===== config.mk =====
export PLATFORM = sky130hd
export DESIGN_NAME = r_reorder_unit_flat
export DESIGN_NICKNAME = d
export VERILOG_FILES = /design/src/rtl/rob_pkg.sv /design/src/rtl/r_if.sv /design/src/rtl/r_rob_slot.sv /design/src/rtl/r_reorder_unit.sv /design/src/flat_wrapper.sv
export SDC_FILE = /design/constraint.sdc
export NUM_CORES = 2
export LEC_CHECK = 0
export CAP_MARGIN = 20
export CORE_UTILIZATION = 50
export DETAILED_ROUTE_END_ITERATION = 7
export DONT_BUFFER_PORTS = 1
export GPL_TIMING_DRIVEN = 0
export HOLD_SLACK_MARGIN = 0.12
export PLACE_DENSITY = 0.65
export SYNTH_ARGS = -nofsm -noshare
export SYNTH_HDL_FRONTEND = slang
export SYNTH_SLANG_ARGS = --single-unit

===== constraint.sdc =====
create_clock -name clk -period 3.7 [get_ports clk]
set_clock_uncertainty 0.1 [all_clocks]
set_input_delay 0.555 -clock clk [delete_from_list [all_inputs] [get_ports clk]]
set_output_delay 0.555 -clock clk [all_outputs]
set_load 0.02 [all_outputs]

===== src/rtl/rob_pkg.sv =====
// Shared types and helpers for the AXI read reorder unit.
package rob_pkg;

    localparam int ID_W_DEF      = 32;
    localparam int DATA_W_DEF    = 64;
    localparam int RESP_W_DEF    = 2;
    localparam int NUM_TAGS_DEF  = 8;
    localparam int MAX_BEATS_DEF = 4;

    localparam int TAG_W  = $clog2(NUM_TAGS_DEF);
    localparam int BCNT_W = $clog2(MAX_BEATS_DEF + 1);

    typedef struct packed {
        logic [DATA_W_DEF-1:0] data;
        logic [RESP_W_DEF-1:0] resp;
        logic                  last;
    } r_beat_t;

    typedef struct packed {
        logic                alloc;
        logic                done;
        logic [BCNT_W-1:0]   wr_cnt;
        logic [BCNT_W-1:0]   rd_cnt;
        logic [ID_W_DEF-1:0] orig_id;
    } slot_rec_t;

    // Index width for an array of n entries; a one-entry array still needs one bit.
    function automatic int idx_w(input int n);
        return (n > 1) ? $clog2(n) : 1;
    endfunction

endpackage


===== src/rtl/r_if.sv =====
// AXI R channel bundle: valid/ready handshake plus id, data, resp and last.
interface r_if #(
    parameter int ID_WIDTH   = 32,
    parameter int DATA_WIDTH = 64,
    parameter int RESP_WIDTH = 2
);
    logic                  valid;
    logic                  ready;
    logic [ID_WIDTH-1:0]   id;
    logic [DATA_WIDTH-1:0] data;
    logic [RESP_WIDTH-1:0] resp;
    logic                  last;

    modport sender   (output valid, id, data, resp, last, input ready);
    modport receiver (input valid, id, data, resp, last, output ready);
endinterface


===== src/rtl/r_rob_slot.sv =====
// One reorder slot: holds the original ID and up to MAX_BEATS stored R beats
// for a single outstanding read, with separate write and read counters.
module r_rob_slot
    import rob_pkg::*;
#(
    parameter int ID_WIDTH   = 32,
    parameter int DATA_WIDTH = 64,
    parameter int RESP_WIDTH = 2,
    parameter int MAX_BEATS  = 4,
    localparam int CNT_W     = $clog2(MAX_BEATS + 1)
) (
    input  logic                  clk,
    input  logic                  rst,
    input  logic                  alloc_stb,
    input  logic [ID_WIDTH-1:0]   alloc_id,
    input  logic                  wr_stb,
    input  logic [DATA_WIDTH-1:0] wr_data,
    input  logic [RESP_WIDTH-1:0] wr_resp,
    input  logic                  wr_last,
    input  logic                  pop_stb,
    output logic                  alloc,
    output logic                  done,
    output logic [CNT_W-1:0]      wr_cnt,
    output logic [CNT_W-1:0]      rd_cnt,
    output logic [ID_WIDTH-1:0]   orig_id,
    output logic [DATA_WIDTH-1:0] rd_data,
    output logic [RESP_WIDTH-1:0] rd_resp,
    output logic                  rd_last
);

    localparam int IDX_W = idx_w(MAX_BEATS);

    typedef struct packed {
        logic [DATA_WIDTH-1:0] data;
        logic [RESP_WIDTH-1:0] resp;
        logic                  last;
    } beat_t;

    beat_t            beats [MAX_BEATS];
    logic [IDX_W-1:0] wr_idx;
    logic [IDX_W-1:0] rd_idx;
    logic             forced_last;

    // The final storable beat is always marked last so the slot can never overfill.
    assign forced_last = wr_last | (wr_cnt == CNT_W'(MAX_BEATS - 1));
    assign wr_idx      = wr_cnt[IDX_W-1:0];
    assign rd_idx      = rd_cnt[IDX_W-1:0];
    assign rd_data     = beats[rd_idx].data;
    assign rd_resp     = beats[rd_idx].resp;
    assign rd_last     = beats[rd_idx].last;

    // Slot bookkeeping: allocation resets the slot, writes and pops may coincide.
    always_ff @(posedge clk or negedge rst) begin
        if (!rst) begin
            alloc   <= 1'b0;
            done    <= 1'b0;
            wr_cnt  <= '0;
            rd_cnt  <= '0;
            orig_id <= '0;
        end else if (alloc_stb) begin
            alloc   <= 1'b1;
            done    <= 1'b0;
            wr_cnt  <= '0;
            rd_cnt  <= '0;
            orig_id <= alloc_id;
        end else begin
            if (wr_stb) begin
                wr_cnt <= wr_cnt + CNT_W'(1);
                if (forced_last) begin
                    done <= 1'b1;
                end
            end
            if (pop_stb) begin
                if (rd_last) begin
                    alloc  <= 1'b0;
                    rd_cnt <= '0;
                end else begin
                    rd_cnt <= rd_cnt + CNT_W'(1);
                end
            end
        end
    end

    // Beat payload storage; validity is tracked by the counters, so no reset is needed.
    always_ff @(posedge clk) begin
        if (wr_stb) begin
            beats[wr_idx] <= '{data: wr_data, resp: wr_resp, last: forced_last};
        end
    end

endmodule


===== src/rtl/r_reorder_unit.sv =====
// AXI read reorder unit: tags reads at issue, buffers R beats per tag and
// releases them in tag-allocation order with the original ARID restored.
module r_reorder_unit
    import rob_pkg::*;
#(
    parameter int ID_WIDTH   = 32,
    parameter int DATA_WIDTH = 64,
    parameter int RESP_WIDTH = 2,
    parameter int NUM_TAGS   = 8,
    parameter int MAX_BEATS  = 4
) (
    input  logic                        clk,
    input  logic                        rst,
    input  logic                        alloc_valid,
    output logic                        alloc_ready,
    input  logic [ID_WIDTH-1:0]         alloc_id,
    output logic [$clog2(NUM_TAGS)-1:0] alloc_tag,
    r_if.receiver                       r_in,
    r_if.sender                         r_out,
    output logic                        err
);

    localparam int TW = $clog2(NUM_TAGS);
    localparam int CW = $clog2(MAX_BEATS + 1);

    logic [TW-1:0]         head;
    logic [TW-1:0]         tail;
    logic [NUM_TAGS-1:0]   slot_alloc;
    logic [NUM_TAGS-1:0]   slot_done;
    logic [NUM_TAGS-1:0]   slot_rd_last;
    logic [NUM_TAGS-1:0]   alloc_stb;
    logic [NUM_TAGS-1:0]   wr_stb;
    logic [NUM_TAGS-1:0]   pop_stb;
    logic [CW-1:0]         slot_wr_cnt  [NUM_TAGS];
    logic [CW-1:0]         slot_rd_cnt  [NUM_TAGS];
    logic [ID_WIDTH-1:0]   slot_id      [NUM_TAGS];
    logic [DATA_WIDTH-1:0] slot_rd_data [NUM_TAGS];
    logic [RESP_WIDTH-1:0] slot_rd_resp [NUM_TAGS];

    logic [TW-1:0] in_tag;
    logic          in_fire;
    logic          in_ok;
    logic          in_ovf;
    logic          alloc_fire;
    logic          out_valid;
    logic          pop_fire;

    assign in_tag      = r_in.id[TW-1:0];
    assign in_fire     = rst & r_in.valid;
    assign in_ok       = slot_alloc[in_tag] & ~slot_done[in_tag];
    assign in_ovf      = (slot_wr_cnt[in_tag] == CW'(MAX_BEATS - 1)) & ~r_in.last;
    assign r_in.ready  = rst;

    assign alloc_ready = rst & ~slot_alloc[tail];
    assign alloc_fire  = alloc_valid & alloc_ready;
    assign alloc_tag   = tail;

    assign out_valid   = rst & slot_alloc[head] & (slot_rd_cnt[head] < slot_wr_cnt[head]);
    assign pop_fire    = out_valid & r_out.ready;

    assign r_out.valid = out_valid;
    assign r_out.id    = out_valid ? slot_id[head]      : '0;
    assign r_out.data  = out_valid ? slot_rd_data[head] : '0;
    assign r_out.resp  = out_valid ? slot_rd_resp[head] : '0;
    assign r_out.last  = out_valid ? slot_rd_last[head] : 1'b0;

    // Steer alloc, write and pop strobes to the tail, tagged and head slots.
    always_comb begin
        alloc_stb = '0;
        wr_stb    = '0;
        pop_stb   = '0;
        alloc_stb[tail]  = alloc_fire;
        wr_stb[in_tag]   = in_fire & in_ok;
        pop_stb[head]    = pop_fire;
    end

    // Head/tail pointers wrap naturally; err flags dropped or truncated beats.
    always_ff @(posedge clk or negedge rst) begin
        if (!rst) begin
            head <= '0;
            tail <= '0;
            err  <= 1'b0;
        end else begin
            if (alloc_fire) begin
                tail <= tail + TW'(1);
            end
            if (pop_fire && slot_rd_last[head]) begin
                head <= head + TW'(1);
            end
            err <= in_fire & (~in_ok | in_ovf);
        end
    end

    for (genvar g = 0; g < NUM_TAGS; g++) begin : g_slot
        r_rob_slot #(
            .ID_WIDTH   (ID_WIDTH),
            .DATA_WIDTH (DATA_WIDTH),
            .RESP_WIDTH (RESP_WIDTH),
            .MAX_BEATS  (MAX_BEATS)
        ) u_slot (
            .clk       (clk),
            .rst       (rst),
            .alloc_stb (alloc_stb[g]),
            .alloc_id  (alloc_id),
            .wr_stb    (wr_stb[g]),
            .wr_data   (r_in.data),
            .wr_resp   (r_in.resp),
            .wr_last   (r_in.last),
            .pop_stb   (pop_stb[g]),
            .alloc     (slot_alloc[g]),
            .done      (slot_done[g]),
            .wr_cnt    (slot_wr_cnt[g]),
            .rd_cnt    (slot_rd_cnt[g]),
            .orig_id   (slot_id[g]),
            .rd_data   (slot_rd_data[g]),
            .rd_resp   (slot_rd_resp[g]),
            .rd_last   (slot_rd_last[g])
        );
    end

endmodule


===== src/flat_wrapper.sv =====
// flat-port wrapper written by rule: the top's interface ports become plain ports
module r_reorder_unit_flat import rob_pkg::*;
#(
    parameter int ID_WIDTH   = 32,
    parameter int DATA_WIDTH = 64,
    parameter int RESP_WIDTH = 2,
    parameter int NUM_TAGS   = 8,
    parameter int MAX_BEATS  = 4
)
  (clk, rst, alloc_valid, alloc_ready, alloc_id, alloc_tag, err, r_in_valid, r_in_id, r_in_data, r_in_resp, r_in_last, r_in_ready, r_out_valid, r_out_id, r_out_data, r_out_resp, r_out_last, r_out_ready);
  r_if #(.ID_WIDTH(ID_WIDTH), .DATA_WIDTH(DATA_WIDTH), .RESP_WIDTH(RESP_WIDTH)) r_in_i ();
  r_if #(.ID_WIDTH(ID_WIDTH), .DATA_WIDTH(DATA_WIDTH), .RESP_WIDTH(RESP_WIDTH)) r_out_i ();
  input  logic clk;
  input  logic rst;
  input  logic alloc_valid;
  output logic alloc_ready;
  input  logic [ID_WIDTH-1:0] alloc_id;
  output logic [$clog2(NUM_TAGS)-1:0] alloc_tag;
  output logic err;
  input wire logic [$bits(r_in_i.valid)-1:0] r_in_valid;
  input wire logic [$bits(r_in_i.id)-1:0] r_in_id;
  input wire logic [$bits(r_in_i.data)-1:0] r_in_data;
  input wire logic [$bits(r_in_i.resp)-1:0] r_in_resp;
  input wire logic [$bits(r_in_i.last)-1:0] r_in_last;
  output wire logic [$bits(r_in_i.ready)-1:0] r_in_ready;
  output wire logic [$bits(r_out_i.valid)-1:0] r_out_valid;
  output wire logic [$bits(r_out_i.id)-1:0] r_out_id;
  output wire logic [$bits(r_out_i.data)-1:0] r_out_data;
  output wire logic [$bits(r_out_i.resp)-1:0] r_out_resp;
  output wire logic [$bits(r_out_i.last)-1:0] r_out_last;
  input wire logic [$bits(r_out_i.ready)-1:0] r_out_ready;
  assign r_in_i.valid = r_in_valid;
  assign r_in_i.id = r_in_id;
  assign r_in_i.data = r_in_data;
  assign r_in_i.resp = r_in_resp;
  assign r_in_i.last = r_in_last;
  assign r_in_ready = r_in_i.ready;
  assign r_out_valid = r_out_i.valid;
  assign r_out_id = r_out_i.id;
  assign r_out_data = r_out_i.data;
  assign r_out_resp = r_out_i.resp;
  assign r_out_last = r_out_i.last;
  assign r_out_i.ready = r_out_ready;
  r_reorder_unit #(.ID_WIDTH(ID_WIDTH), .DATA_WIDTH(DATA_WIDTH), .RESP_WIDTH(RESP_WIDTH), .NUM_TAGS(NUM_TAGS), .MAX_BEATS(MAX_BEATS)) u_core (.clk(clk), .rst(rst), .alloc_valid(alloc_valid), .alloc_ready(alloc_ready), .alloc_id(alloc_id), .alloc_tag(alloc_tag), .r_in(r_in_i), .r_out(r_out_i), .err(err));
endmodule

Word level (Yosys, flattened, before mapping)
Memories as Yosys holds them, arrays and structs flattened. Cells that the tools add are included.

Register bits: 327. Memory bits (writable): 2144. Input bits: 136. Output and inout bits: 106. Word-level logic and storage cells: 309. Memories: 8.

Add/subtract/negate cells: 18. Order comparisons: 9. Equal/unequal tests: 9. Multiplexer cells: 142. Bitwise gates (word level): 28. Reduce and logical (&&, ||, !) cells: 52.

Memories: u_core.g_slot[0].u_slot.beats (words 4, bits a word 67, rd ports 1, clocked after Yosys merged registers in 0, wr ports 1, RTL line r_rob_slot.sv:39) `beat_t beats [MAX_BEATS];`; u_core.g_slot[1].u_slot.beats (words 4, bits a word 67, rd ports 1, clocked after Yosys merged registers in 0, wr ports 1, RTL line r_rob_slot.sv:39); u_core.g_slot[2].u_slot.beats (words 4, bits a word 67, rd ports 1, clocked after Yosys merged registers in 0, wr ports 1, RTL line r_rob_slot.sv:39); u_core.g_slot[3].u_slot.beats (words 4, bits a word 67, rd ports 1, clocked after Yosys merged registers in 0, wr ports 1, RTL line r_rob_slot.sv:39); u_core.g_slot[4].u_slot.beats (words 4, bits a word 67, rd ports 1, clocked after Yosys merged registers in 0, wr ports 1, RTL line r_rob_slot.sv:39); u_core.g_slot[5].u_slot.beats (words 4, bits a word 67, rd ports 1, clocked after Yosys merged registers in 0, wr ports 1, RTL line r_rob_slot.sv:39); +2 memories.

Operators by type and width (number): 64-bit binary-select mux with 3-bit select (1); 64-bit two-way mux (3); 3-bit two-way mux (46); 32-bit binary-select mux with 3-bit select (1); 32-bit two-way mux (3); 1-bit two-way mux (73); 2-bit nonzero test (32); 3-bit by 1-bit adder with 3-bit output (second input constant) (18); 2-bit AND reduction (16); 3-bit binary-select mux with 3-bit select (3); 3-bit by 2-bit == test with 1-bit output (second input constant) (9); 8-bit AND (3); 1-bit binary-select mux with 3-bit select (5); 3-bit by 4-bit less-than comparator with 1-bit output (second input constant) (3); 1-bit AND (10); 1-bit demux with 3-bit select (3); 3-bit by 1-bit greater-or-equal comparator with 1-bit output (second input constant) (3); 1-bit OR (9); 4-bit greater-or-equal comparator (second input constant) (2); 3-bit inverter with 4-bit output (2); 2-bit binary-select mux with 3-bit select (1); 2-bit two-way mux (3); 1-bit logical AND (4); 1-bit inverter (4); 3-bit less-than comparator (1).

Depth between registers and ports, before layout
Depth after elaboration: 10. Depth in mapped cells: 17. Depth with buffers taken out: 11.

Hierarchy
A second synthesis with hierarchy kept.

Cell total of the unflattened synthesis: 4525. Area total of the unflattened synthesis: 96515.1 sq um.

Modules (own cells, without submodules): r_rob_slot (instances 8, cells an instance 468, area an instance 11309.6 sq um, sequential area each 9048.7 sq um); r_reorder_unit (instances 1, cells an instance 781, area an instance 6038.3 sq um, sequential area each 175.2 sq um).

Worst setup path before layout
Ideal clock, no wire load.

Kind: reg-to-output. Start point: register u_core.head[0]. End point: output port r_out_id[28]. Arrival: 3.734 ns. Required time: 3.045 ns. Slack: -0.689 ns. Cell stages (with the launch flop): 15. Path buffers: 5. Cell sequence: dfrtp_1 buf_6 or3b_2 clkbuf_1 clkbuf_1 o22ai_1 a221oi_1 and3_1 ha_1 a211oi_1 o31ai_1 or2_1 buf_2 clkbuf_1 nor4_1.

Word-level cells in the longest chain between the ends: 7. Elaborated cells between the ends (all ways): 16. Those cells by class: 1 x order compare; 12 x mux; 3 x bitwise.

RTL lines: start, declared (RTL line r_reorder_unit.sv:26) `logic [TW-1:0] head;`; start signal, assigned (RTL line r_reorder_unit.sv:88) `head <= head + TW'(1);`; 3-bit inverter with 4-bit output (implied by the code) (RTL line r_reorder_unit.sv:58, r_reorder_unit.sv:62); 3-bit binary-select mux with 3-bit select (RTL line r_reorder_unit.sv:58) `assign out_valid = rst & slot_alloc[head] & (slot_rd_cnt[head] < slot_wr_cnt[head]);`; 3-bit two-way mux (implied by the code) (2 in a row) (RTL line r_reorder_unit.sv:58); 3-bit less-than comparator (RTL line r_reorder_unit.sv:58); 1-bit AND (RTL line r_reorder_unit.sv:58); 32-bit two-way mux * (RTL line r_reorder_unit.sv:62) `assign r_out.id = out_valid ? slot_id[head] : '0;`; end, declared (RTL line flat_wrapper.sv:27) `output wire logic [$bits(r_out_i.id)-1:0] r_out_id;`.

Every way passes the cells marked *; elsewhere a longest branch is shown, timed or not. The select of a mux whose other input is x is not followed.

Worst setup path after layout
Start point: register u_core.g_slot[7].u_slot.rd_cnt[1]. End point: output port r_out_data[57].

Word-level cells in the longest chain between the ends: 6. Elaborated cells between the ends (all ways): 10. Those cells by class: 1 x order compare; 7 x mux; 1 x bitwise; 1 x memory.

RTL lines: start, declared (RTL line r_rob_slot.sv:24) `output logic [CNT_W-1:0] rd_cnt,`; start signal, assigned (RTL line r_rob_slot.sv:78) `rd_cnt <= rd_cnt + CNT_W'(1);`; 3-bit binary-select mux with 3-bit select (RTL line r_reorder_unit.sv:58); 3-bit two-way mux (implied by the code) (2 in a row) (RTL line r_reorder_unit.sv:58); 3-bit less-than comparator (RTL line r_reorder_unit.sv:58); 1-bit AND (RTL line r_reorder_unit.sv:58); 64-bit two-way mux * (RTL line r_reorder_unit.sv:63) `assign r_out.data = out_valid ? slot_rd_data[head] : '0;`; end, declared (RTL line flat_wrapper.sv:28) `output wire logic [$bits(r_out_i.data)-1:0] r_out_data;`.

Marked as above.

==> flow_summary.toml <==
[status]
status = "finished, violations left"
violations = "hold timing, setup timing"

[placement]
dp_cells = 7599
io_buffers = 0
dpl.hpwl_mm = 182
gp_congestion = 0.914
postPlaceCellArea_um2 = 102000

[cells_and_area]
fin_nets = 5717
fin_area_um2 = 112000
post_layout_nonfiller_instances = 8267
area_delta_synth_final_pct = 17.5
drive_gt1_frac = 0.256

[routing]
drtIter0Drc = 8336
wl_met1_mm = 112
ant_nets = 0
drcViolationCount = 0
drt-total-wl_mm = 304
drt-pass1-iter-count = 6
wl_met2_mm = 139
route.vias.total = 54700
top_layer = "met5"
vias_per_cell = 6.62
wl_met3_mm = 36.3
avgRoutedWirePerCell_um = 36.7

[worst_setup_path]
path_cells = "clkbuf_4 > clkbuf_8 > clkbuf_1 > a22oi_1 > nand3_1 > ha_2 > nand2_1 > a21oi_2 > or2_1 > buf_6 > buf_12 > buf_16 > nor2_4"
worst-endpoint-required_ns = 3.04
startpoint_type = "register"
r2r-start = "u_core.g_slot[7].u_slot.rd_cnt[1]"
crit_family = "buffers and inverters"
crit_path_max_incr_delay_ns = 0.38
rr_endpoint = "u_core.g_slot[6].u_slot.rd_cnt[0]"
ff2ff_setup_slack_ns = -0.09
cp_max_fo = 10
ff2ff_path_depth = 14
arrival_ns = 4.26
worst_setup_path_end_kind = "primary output"
cp_num_cells = 13
crit_buf_inv = 6
crit_type = "register to primary output"
worst_path_max_delay_cell = "clkbuf_1"

[global_routing]
overflow = 0
grtUsageTotal = 0.309
antenna_found_initial = 24
grt_max_degree = 330
grt_pass1_wl_mm = 411
first_global_vias = 52900

[cts]
hold_buffers = 105
cts.sinks = 2471
cts-root-buf = "clkbuf_16"
cts.clk_slew.worst_paths_ns = 0.06
cts_made_buffers = 239
clockBufferDepth = 3
cts_tree = "yes"
insertion_delay_ns = 0.91
cts_max_level = 4

[floorplan]
dieArea_um2 = 193000
coreArea_um2 = 190000
initial_utilization = 0.503
die_x_um = 439
row_count = 160
fp.dieH_um = 439
io_pins = 242

[sta]
tightestPinTransition_ns = 1.23
rsz0062_at_grt = "true"
fin_crit_sh = 1.33
max_freq_ghz = 0.203
whs_ns = -0.744
finalSetupViolations = 103
final_hold_viol_count = 327
min_period_ns = 4.92
setup_slack_ns = -1.22
slew_violations = 0
slew_headroom = 0.178

[pwr]
leakagePower_nw = 37.5
peakVddDrop_v = 0.000529
powerDensity_nw_per_um2 = 656

[yosys]
synth_top_cell_by_area = "edfxtp_1"
synth_top_cell_area_share = 0.673
synth_seq_cells = 2471
synth_nets = 5185
yosysWarnings = 0
syn_area_per_cell_um2 = 19.2
syn_inst = 4997
synth_cell_types = 65
synth_ff_type = "edfxtp_1"
synth_edf_count = 2144
synth_area_um2 = 95700
yosysSeqAreaShare = 0.758
async_flop_share = 0.132
synth_area_leaders = "edfxtp_1 (67%), mux4_2 (13%), dfrtp_1 (8.6%)"

[min_path]
min_path_type = "input pin to asynchronous set/reset pin"

[flow_run]
max_cap_viol_count = 0
## where the power goes
part           switching (mW)  total, mW  internal, mW
combinational            10.8       16.7          5.82
sequential               1.18       33.3          32.1
clock                    10.8       23.9          13.1
total                    22.8       73.8          51.0
## area by class of cell
type	count	area, um2
inverter	30	116
sequential	2471	72600
buffer	313	1870
clock inverter	145	1350
timing repair buffer	279	4140
clock buffer	305	6310
tap	2511	3140
antenna	18	45.0
multi-input combinational	2195	22900
fill	13600	77700
## how the worst max path moves through the flow
stage                                       from        endpoint  slack, ns
2_1_floorplan                     u_core.head[0]    r_out_id[28]      -0.22
3_3_place_gp   u_core.g_slot[7].u_slot.rd_cnt[1]   r_out_data[1]      -2.49
3_5_place_dp                      u_core.head[2]   r_out_data[1]      -1.65
4_1_cts                           u_core.head[0]  r_out_data[57]      -1.22
5_1_grt                           u_core.head[2]  r_out_data[61]      -1.26
6_report       u_core.g_slot[7].u_slot.rd_cnt[1]  r_out_data[57]      -1.22
## per-layer routing
| metal | global-route usage | vias to the layer above |
|---|---|---|
| met5 | 0 | - |
| met4 | 0.150 | 12 |
| met3 | 0.0770 | 710 |
| met2 | 0.469 | 3772 |
| met1 | 0.421 | 28900 |
| li1 | - | 21400 |
## placed cells by master, fill, tap and decap left out, drive strengths merged, types with 17 or more instances in the layout
cell and n:
dfrtp 327, nor3 17, a21oi 22, nor4 26
o22a 21, dlygate4sd3 103, inv 34, mux4 540
edfxtp 2144, and2 45, o221ai 21, nand2 605
o22ai 353, or4 80, clkinv 118, diode 18
ha 52, and3 18, nor2 136, buf 289
clkbuf 500, mux2 72, mux2i 24
## flip-flops by register name, indices dropped and copies added (netlist names)
name                          cells
u_core.alloc_tag                  3
u_core.err                        1
u_core.g_slot.u_slot.alloc        8
u_core.g_slot.u_slot.rd_cnt      24
u_core.g_slot.u_slot.wr_cnt      24
u_core.g_slot.u_slot.orig_id    256
u_core.g_slot.u_slot.beats     2144
u_core.g_slot.u_slot.done         8
u_core.head                       3
## cell families (layout without fill, tap and decap cells)
kind of cell             count (synthesis)  after routing  share of synthesized area
AO/OA/AOI/OAI                          495            495                     0.0343
XOR/XNOR                                12             12                    0.00110
adder cells (fa/ha/maj)                 52             52                    0.00680
buffers and inverters                  345           1072                     0.0151
flip-flops                            2471           2471                      0.758
multiplexers                           636            636                      0.138
other                                    0             18                          0
AND/OR/NAND/NOR                        986           1000                     0.0463
## metrics by stage
stage	hold WS (ns)	power (mW)	setup TNS [ns]	setup WS, ns	util
detailed placement	0.171	48.4	-392.91	-1.65	0.536
floorplan	0.159	42.7	-0.562	-0.223	-
global route	-0.729	75.8	-114.32	-1.26	0.591
finish	-0.744	73.8	-110.42	-1.22	0.591
CTS	-0.788	73.0	-112.82	-1.22	0.586
global placement	0.174	47.7	-3184.82	-2.49	0.525
## worst register-to-register path, cell delays in order (launching register included)
cell and delay, ns:
dfrtp_1 0.37, clkbuf_4 0.34, clkbuf_8 0.36, clkbuf_1 0.38, a22oi_1 0.18, nand3_1 0.19, ha_2 0.29, nand2_1 0.07
a21oi_2 0.06, or2_1 0.27, buf_6 0.16, buf_4 0.16, buf_4 0.14, or4_4 0.50, a21oi_2 0.14
## cells in the mapped netlist, types with 5 or more instances
cell and number:
edfxtp_1 2144, nand2_1 605, mux4_2 540, o22ai_1 353
dfrtp_1 327, clkbuf_1 194, nor2_1 136, buf_2 94
or4_1 80, mux2_2 72, ha_1 52, and2_1 30
inv_1 30, nor4_1 26, mux2i_1 24, a21oi_1 22
o221ai_1 21, o22a_1 21, buf_1 19, and3_1 18
nor3_1 16, nand3_1 14, a211oi_1 13, a22oi_1 12
xnor2_1 11, nand2b_1 9, a31oi_1 8, o21ai_0 8
or2_2 8, buf_4 7, nor2b_1 7, or3_1 7
nor3b_1 6, nand3b_1 5, o211ai_1 5, o31ai_1 5
## repair_timing
action / CTS / global route
setup endpoints to repair: 188 / 359
cloned: 7 / 10
pin swaps: 33 / 23
endpoints found under the hold margin: 2751 / 327
gates resized for setup: 128 / 79
buffers inserted: 25 / 35
Note: power is estimated with default switching activity, not from simulation.
